**config.mk**
```make
export PLATFORM = sky130hd
export DESIGN_NAME = id_stage_pipe
export DESIGN_NICKNAME = d
export VERILOG_FILES = /design/src/rtl/id_stage_pipe.sv
export SDC_FILE = /design/constraint.sdc
export NUM_CORES = 1
export LEC_CHECK = 0
export CAP_MARGIN = 25
export CELL_PAD_IN_SITES_DETAIL_PLACEMENT = 0
export CELL_PAD_IN_SITES_GLOBAL_PLACEMENT = 1
export CORE_MARGIN = 4
export CORE_UTILIZATION = 39
export CTS_CLUSTER_SIZE = 14
export DETAILED_ROUTE_END_ITERATION = 10
export PLACE_DENSITY = 0.81
export SYNTH_ARGS = -nofsm -noshare
export SYNTH_HDL_FRONTEND = slang
export SYNTH_SLANG_ARGS = --single-unit
```
**constraint.sdc**
```tcl
create_clock -name clk -period 2.3 [get_ports clk]
set_input_delay 0.345 -clock clk [delete_from_list [all_inputs] [get_ports clk]]
set_output_delay 0.345 -clock clk [all_outputs]
set_load 0.01 [all_outputs]
```
**src/rtl/id_stage_pipe.sv**
```systemverilog
// rtl/id_stage_pipe.sv - decode stage with register file, WB bypass, load-use stall, flush, halt and ID/EX register
module id_stage_pipe #(
  parameter int DATA_W = 16,
  parameter int NREGS  = 16,
  parameter bit BYPASS = 1'b1,
  localparam int RA_W  = $clog2(NREGS)
) (
  input  logic              clk,
  input  logic              rst,
  input  logic              if_valid,
  input  logic [15:0]       instr,
  input  logic [DATA_W-1:0] pc,
  input  logic              flush,
  input  logic              ex_valid,
  input  logic              ex_mem_read,
  input  logic [RA_W-1:0]   ex_rd,
  input  logic              wb_we,
  input  logic [RA_W-1:0]   wb_rd,
  input  logic [DATA_W-1:0] wb_data,
  output logic              stall,
  output logic              halt,
  output logic              id_valid,
  output logic [DATA_W-1:0] pc_q,
  output logic [DATA_W-1:0] rs_data,
  output logic [DATA_W-1:0] rt_data,
  output logic [DATA_W-1:0] imm,
  output logic [RA_W-1:0]   rd,
  output logic [6:0]        ex_ctrl,
  output logic [1:0]        mem_ctrl,
  output logic [1:0]        wb_ctrl
);

  logic [DATA_W-1:0] regs_q [NREGS];
  logic [DATA_W-1:0] regs_d [NREGS];

  logic              halt_q, halt_d, id_valid_q, id_valid_d;
  logic [DATA_W-1:0] pc_d, rs_data_q, rs_data_d, rt_data_q, rt_data_d, imm_q, imm_d;
  logic [RA_W-1:0]   rd_q, rd_d;
  logic [6:0]        ex_ctrl_q, ex_ctrl_d;
  logic [1:0]        mem_ctrl_q, mem_ctrl_d, wb_ctrl_q, wb_ctrl_d;

  logic [3:0]        op;
  logic [RA_W-1:0]   fa, fb, fc, rs_a, rt_a;
  logic              rs_used, rt_used, reg_write, alu_src, reg_dst, pcs;
  logic              mem_read, mem_write, is_hlt, hz, issue;
  logic [DATA_W-1:0] imm_dec, rs_val, rt_val;

  assign op = instr[15:12];
  assign fa = instr[8 +: RA_W];
  assign fb = instr[4 +: RA_W];
  assign fc = instr[0 +: RA_W];

  always_comb begin
    rs_used   = 1'b0;
    rt_used   = 1'b0;
    reg_write = 1'b0;
    alu_src   = 1'b0;
    reg_dst   = 1'b0;
    pcs       = 1'b0;
    mem_read  = 1'b0;
    mem_write = 1'b0;
    is_hlt    = 1'b0;
    rs_a      = fb;
    rt_a      = fc;
    imm_dec   = '0;
    case (op)
      4'h0, 4'h1, 4'h2, 4'h3: begin
        rs_used   = 1'b1;
        rt_used   = 1'b1;
        reg_write = 1'b1;
        reg_dst   = 1'b1;
      end
      4'h4, 4'h5, 4'h6: begin
        rs_used   = 1'b1;
        reg_write = 1'b1;
        alu_src   = 1'b1;
        imm_dec   = {{(DATA_W-4){1'b0}}, instr[3:0]};
      end
      4'h8: begin
        rs_used   = 1'b1;
        reg_write = 1'b1;
        alu_src   = 1'b1;
        mem_read  = 1'b1;
        rt_a      = fa;
        imm_dec   = {{(DATA_W-5){instr[3]}}, instr[3:0], 1'b0};
      end
      4'h9: begin
        rs_used   = 1'b1;
        rt_used   = 1'b1;
        alu_src   = 1'b1;
        mem_write = 1'b1;
        rt_a      = fa;
        imm_dec   = {{(DATA_W-5){instr[3]}}, instr[3:0], 1'b0};
      end
      4'hA, 4'hB: begin
        rs_used   = 1'b1;
        reg_write = 1'b1;
        alu_src   = 1'b1;
        rs_a      = fa;
        imm_dec   = {{(DATA_W-8){1'b0}}, instr[7:0]};
      end
      4'hD: rs_used = 1'b1;
      4'hE: begin
        reg_write = 1'b1;
        pcs       = 1'b1;
      end
      4'hF: is_hlt = 1'b1;
      default: ;
    endcase
  end

  // R0 is hard zero; a same-cycle WB write is forwarded only when BYPASS is set
  always_comb begin
    rs_val = regs_q[rs_a];
    rt_val = regs_q[rt_a];
    if (BYPASS && wb_we && (wb_rd == rs_a)) rs_val = wb_data;
    if (BYPASS && wb_we && (wb_rd == rt_a)) rt_val = wb_data;
    if (rs_a == '0) rs_val = '0;
    if (rt_a == '0) rt_val = '0;
  end

  always_comb begin
    regs_d = regs_q;
    if (wb_we && (wb_rd != '0)) regs_d[wb_rd] = wb_data;
  end

  assign hz = if_valid & ex_valid & ex_mem_read & (ex_rd != '0) &
              ((rs_used & (rs_a == ex_rd)) | (rt_used & (rt_a == ex_rd)));
  assign stall = hz & ~flush & ~halt_q;
  assign issue = if_valid & ~flush & ~halt_q & ~hz;

  always_comb begin
    halt_d     = halt_q;
    id_valid_d = 1'b0;
    pc_d       = pc_q;
    rs_data_d  = rs_data_q;
    rt_data_d  = rt_data_q;
    imm_d      = imm_q;
    rd_d       = rd_q;
    ex_ctrl_d  = '0;
    mem_ctrl_d = '0;
    wb_ctrl_d  = '0;
    if (issue) begin
      id_valid_d = 1'b1;
      pc_d       = pc;
      rs_data_d  = rs_val;
      rt_data_d  = rt_val;
      imm_d      = imm_dec;
      rd_d       = fa;
      if (is_hlt) begin
        halt_d = 1'b1;
      end else begin
        ex_ctrl_d  = {pcs, alu_src, reg_dst, op};
        mem_ctrl_d = {mem_read, mem_write};
        wb_ctrl_d  = {mem_read, reg_write};
      end
    end
  end

  always_ff @(posedge clk) begin
    if (rst) begin
      for (int i = 0; i < NREGS; i++) regs_q[i] <= '0;
      halt_q     <= 1'b0;
      id_valid_q <= 1'b0;
      pc_q       <= '0;
      rs_data_q  <= '0;
      rt_data_q  <= '0;
      imm_q      <= '0;
      rd_q       <= '0;
      ex_ctrl_q  <= '0;
      mem_ctrl_q <= '0;
      wb_ctrl_q  <= '0;
    end else begin
      regs_q     <= regs_d;
      halt_q     <= halt_d;
      id_valid_q <= id_valid_d;
      pc_q       <= pc_d;
      rs_data_q  <= rs_data_d;
      rt_data_q  <= rt_data_d;
      imm_q      <= imm_d;
      rd_q       <= rd_d;
      ex_ctrl_q  <= ex_ctrl_d;
      mem_ctrl_q <= mem_ctrl_d;
      wb_ctrl_q  <= wb_ctrl_d;
    end
  end

  assign halt     = halt_q;
  assign id_valid = id_valid_q;
  assign rs_data  = rs_data_q;
  assign rt_data  = rt_data_q;
  assign imm      = imm_q;
  assign rd       = rd_q;
  assign ex_ctrl  = ex_ctrl_q;
  assign mem_ctrl = mem_ctrl_q;
  assign wb_ctrl  = wb_ctrl_q;

endmodule
```
==> flow_summary.json <==
{
  "place_congestion": 0.911,
  "cts_tree": "done",
  "coreArea_mm2": 0.0411,
  "vias": 17200,
  "critPathRequiredTime_ns": 2.76,
  "hold_class": "in -> reg",
  "synth_edf_count": 0,
  "finalHoldViolations": 0,
  "critPathMaxStageDelay_ns": 0.42,
  "post-route-min-period_ns": 2.27,
  "synth-seq-cells": 329,
  "layout-drive-gt1-share_pct": 13.7,
  "crit_path_max_fanout": 12,
  "netlist_area_mm2": 0.0163,
  "fin_ws_ns": 0.0297,
  "synth-async-reset-ratio_pct": 0,
  "grt_max_degree": 173,
  "clock_tree.buffer_depth": 3,
  "critical_path_class": "in -> reg",
  "rsz0062_at_grt": "true",
  "area_growth_pct": 31.1,
  "finalCritPeriodShare_pct": 98.7,
  "holdPathEnd": "rd[0]",
  "vias_per_cell": 5.86,
  "ant_nets": 0,
  "min_from": "rst",
  "root_buffer": "clkbuf_16",
  "grt.total_usage_pct": 27.3,
  "ir_drop_v": 0.000608,
  "p_per_area_mw_per_mm2": 674,
  "place_ws_ns": -0.922,
  "antenna_found_initial": 0,
  "worstPathArrival_ns": 2.73,
  "p_leak_nw": 7.59,
  "synthTopCellsByCount": "752 x nand2_1, 329 x dfxtp_1, 293 x a21oi_1",
  "status": "complete, no violations",
  "fmax_ghz": 0.440,
  "io_pins": 145,
  "seq_area_frac_synth_pct": 40.3,
  "synth_top_flop_cell": "dfxtp_1",
  "critPathBufInv": 4,
  "worst_setup_path_end_kind": "register",
  "drv_slew": 0,
  "maxCapViolCount": 0,
  "yosysWarnings": 0,
  "crit_family": "compound AO/OA/AOI/OAI gates",
  "h-tree-depth": 2,
  "finalSetupViolCount": 0,
  "rr_worst_depth": 6,
  "finalPower_mw": 14.4,
  "crit_chain": "dlygate4sd2_1, or3b_4, mux2i_4, buf_12, clkbuf_16, buf_12, mux2i_1, o22ai_1, o21ai_2, a21oi_1, a221o_1",
  "drt-initial-drc-count": 2085,
  "slew_headroom_pct": 37.9,
  "wire_per_inst_um": 22.2,
  "worst_r2r_endpoint": "rt_data[7]",
  "cts.hold.buffers_added": 0,
  "fin_skew_ns": 0.0261,
  "grt-ovfl-total": 0,
  "dr.pass1.iters": 5,
  "r2r_slack_ns": 0.66,
  "syn_nets": 2242,
  "start_util_pct": 39.7,
  "synthTopCellsByArea": "dfxtp_1 40%, nand2_1 17%, mux2i_1 9.3%",
  "hpwl_mm": 41.6,
  "synth_top_area_share_pct": 40.3,
  "path_common_cell": "buf_12",
  "start_kind": "primary input",
  "yosysMostFrequentCell": "nand2_1",
  "clock_latency_ns": 0.57,
  "grt_pass1_vias": 15900,
  "clkSlewWorstSetupHoldPaths_ns": 0.06,
  "drcViolationCount": 0,
  "fillCellCount": 3780,
  "grt_pass1_wl_mm": 96.2,
  "hold_depth": 2,
  "syn_inst": 2179,
  "synth_top_area_cell": "dfxtp_1",
  "yosysUniqueCellTypes": 58,
  "dieHeight_um": 213,
  "fin_setup_tns_ns": 0,
  "port_buffers": 144,
  "nets": 2432,
  "dieArea_mm2": 0.0452,
  "routed_wl_mm": 65.0,
  "synth_area_per_cell_um2": 7.50,
  "crit_slowest_cell": "or3b_4",
  "cts_buffers": 38,
  "die_width_um": 213,
  "clock-sinks": 329,
  "fp-row-count": 74,
  "rr_startpoint": "halt",
  "tightestPinTransition_ns": 0.931
}
## flip-flops by register name, summed over array words and instances (netlist names)
register,cells
ex_ctrl,7
halt,1
id_valid,1
imm,9
mem_ctrl,2
pc_q,16
rd,4
regs_q,256
rs_data,16
rt_data,16
wb_ctrl,1
## metrics by stage
stage / instances / hold slack (ns) / util [%] / cell area [um2]
after floorplan: 2179 / 0.445 / - / 16400
after global placement: 2840 / 0.442 / 48.0 / 19700
after detailed placement: 2840 / 0.450 / 48.0 / 19700
after CTS: 2911 / 0.135 / 51.4 / 21100
after global routing: 2931 / 0.157 / 52.1 / 21400
final: 2932 / 0.161 / 52.1 / 21400
## cells by family after synthesis
kind of cell | count (synthesis) | synth area share (%)
AOI/OAI and AO/OA | 469 | 17.2
muxes | 169 | 10.6
buffers and inverters | 208 | 5.72
and+or+nand+nor | 987 | 25.2
DFF | 329 | 40.3
xor gates and xnor gates | 17 | 0.911
## repair_timing
action,in CTS,in global routing
resized for setup,20,21
gates cloned,0,4
buffers inserted,1,16
pin swaps,0,10
endpoints found under the setup margin,34,11
## report_power, final
part	total, mW	switching, mW	internal [mW]
sequential	5.89	0.0821	5.81
clock	6.47	2.58	3.90
combinational	2.07	1.20	0.870
total	14.4	3.86	10.6
## area by class of cell
type | instances | area (um2) | share of cell area, %
clock buffer | 53 | 1130 | 5.27
inverter | 7 | 26.3 | 0.123
timing repair buffer | 351 | 3780 | 17.7
antenna | 1 | 2.50 | 0.0117
clock inverter | 17 | 215 | 1.00
multi-input combinational | 1642 | 9010 | 42.1
sequential | 329 | 6590 | 30.7
tap | 532 | 666 | 3.11
## routing by layer
metal  vias to the layer above  routed length (um)  GRT usage (%)
li1                       7882                   -              -
met1                      8221               26900           35.9
met4                         0                2320           10.4
met3                       170                6260           6.36
met5                         -                   0              0
met2                       899               29500           43.8
## worst max path at each step
stage / cells past startpoint / endpoint / startpoint
final: 11 / rt_data[14] / instr[13]
after global routing: 11 / rt_data[11] / instr[13]
after CTS: 8 / stall / instr[14]
after detailed placement: 10 / rt_data[9] / instr[15]
after global placement: 10 / rt_data[9] / instr[15]
after floorplan: 11 / rt_data[12] / instr[13]
## cells in the final DEF (no fill, tap or decap), types with 7 or more instances in the layout
master and n:
nand2_1 752, dfxtp_1 329, a21oi_1 291, mux2i_1 150
buf_4 143, clkdlybuf4s50_1 129, nand3_1 72, o22ai_1 63
buf_12 54, clkbuf_16 43, nor2_1 41, nand4_1 34
a32oi_1 32, a221o_1 32, nor2b_1 21, nor3_1 19
a211oi_1 15, xor2_1 13, mux2_2 11, clkbuf_8 11
clkinv_2 8, inv_1 7, nand2b_1 7
Power figures use the tool's default switching activity.
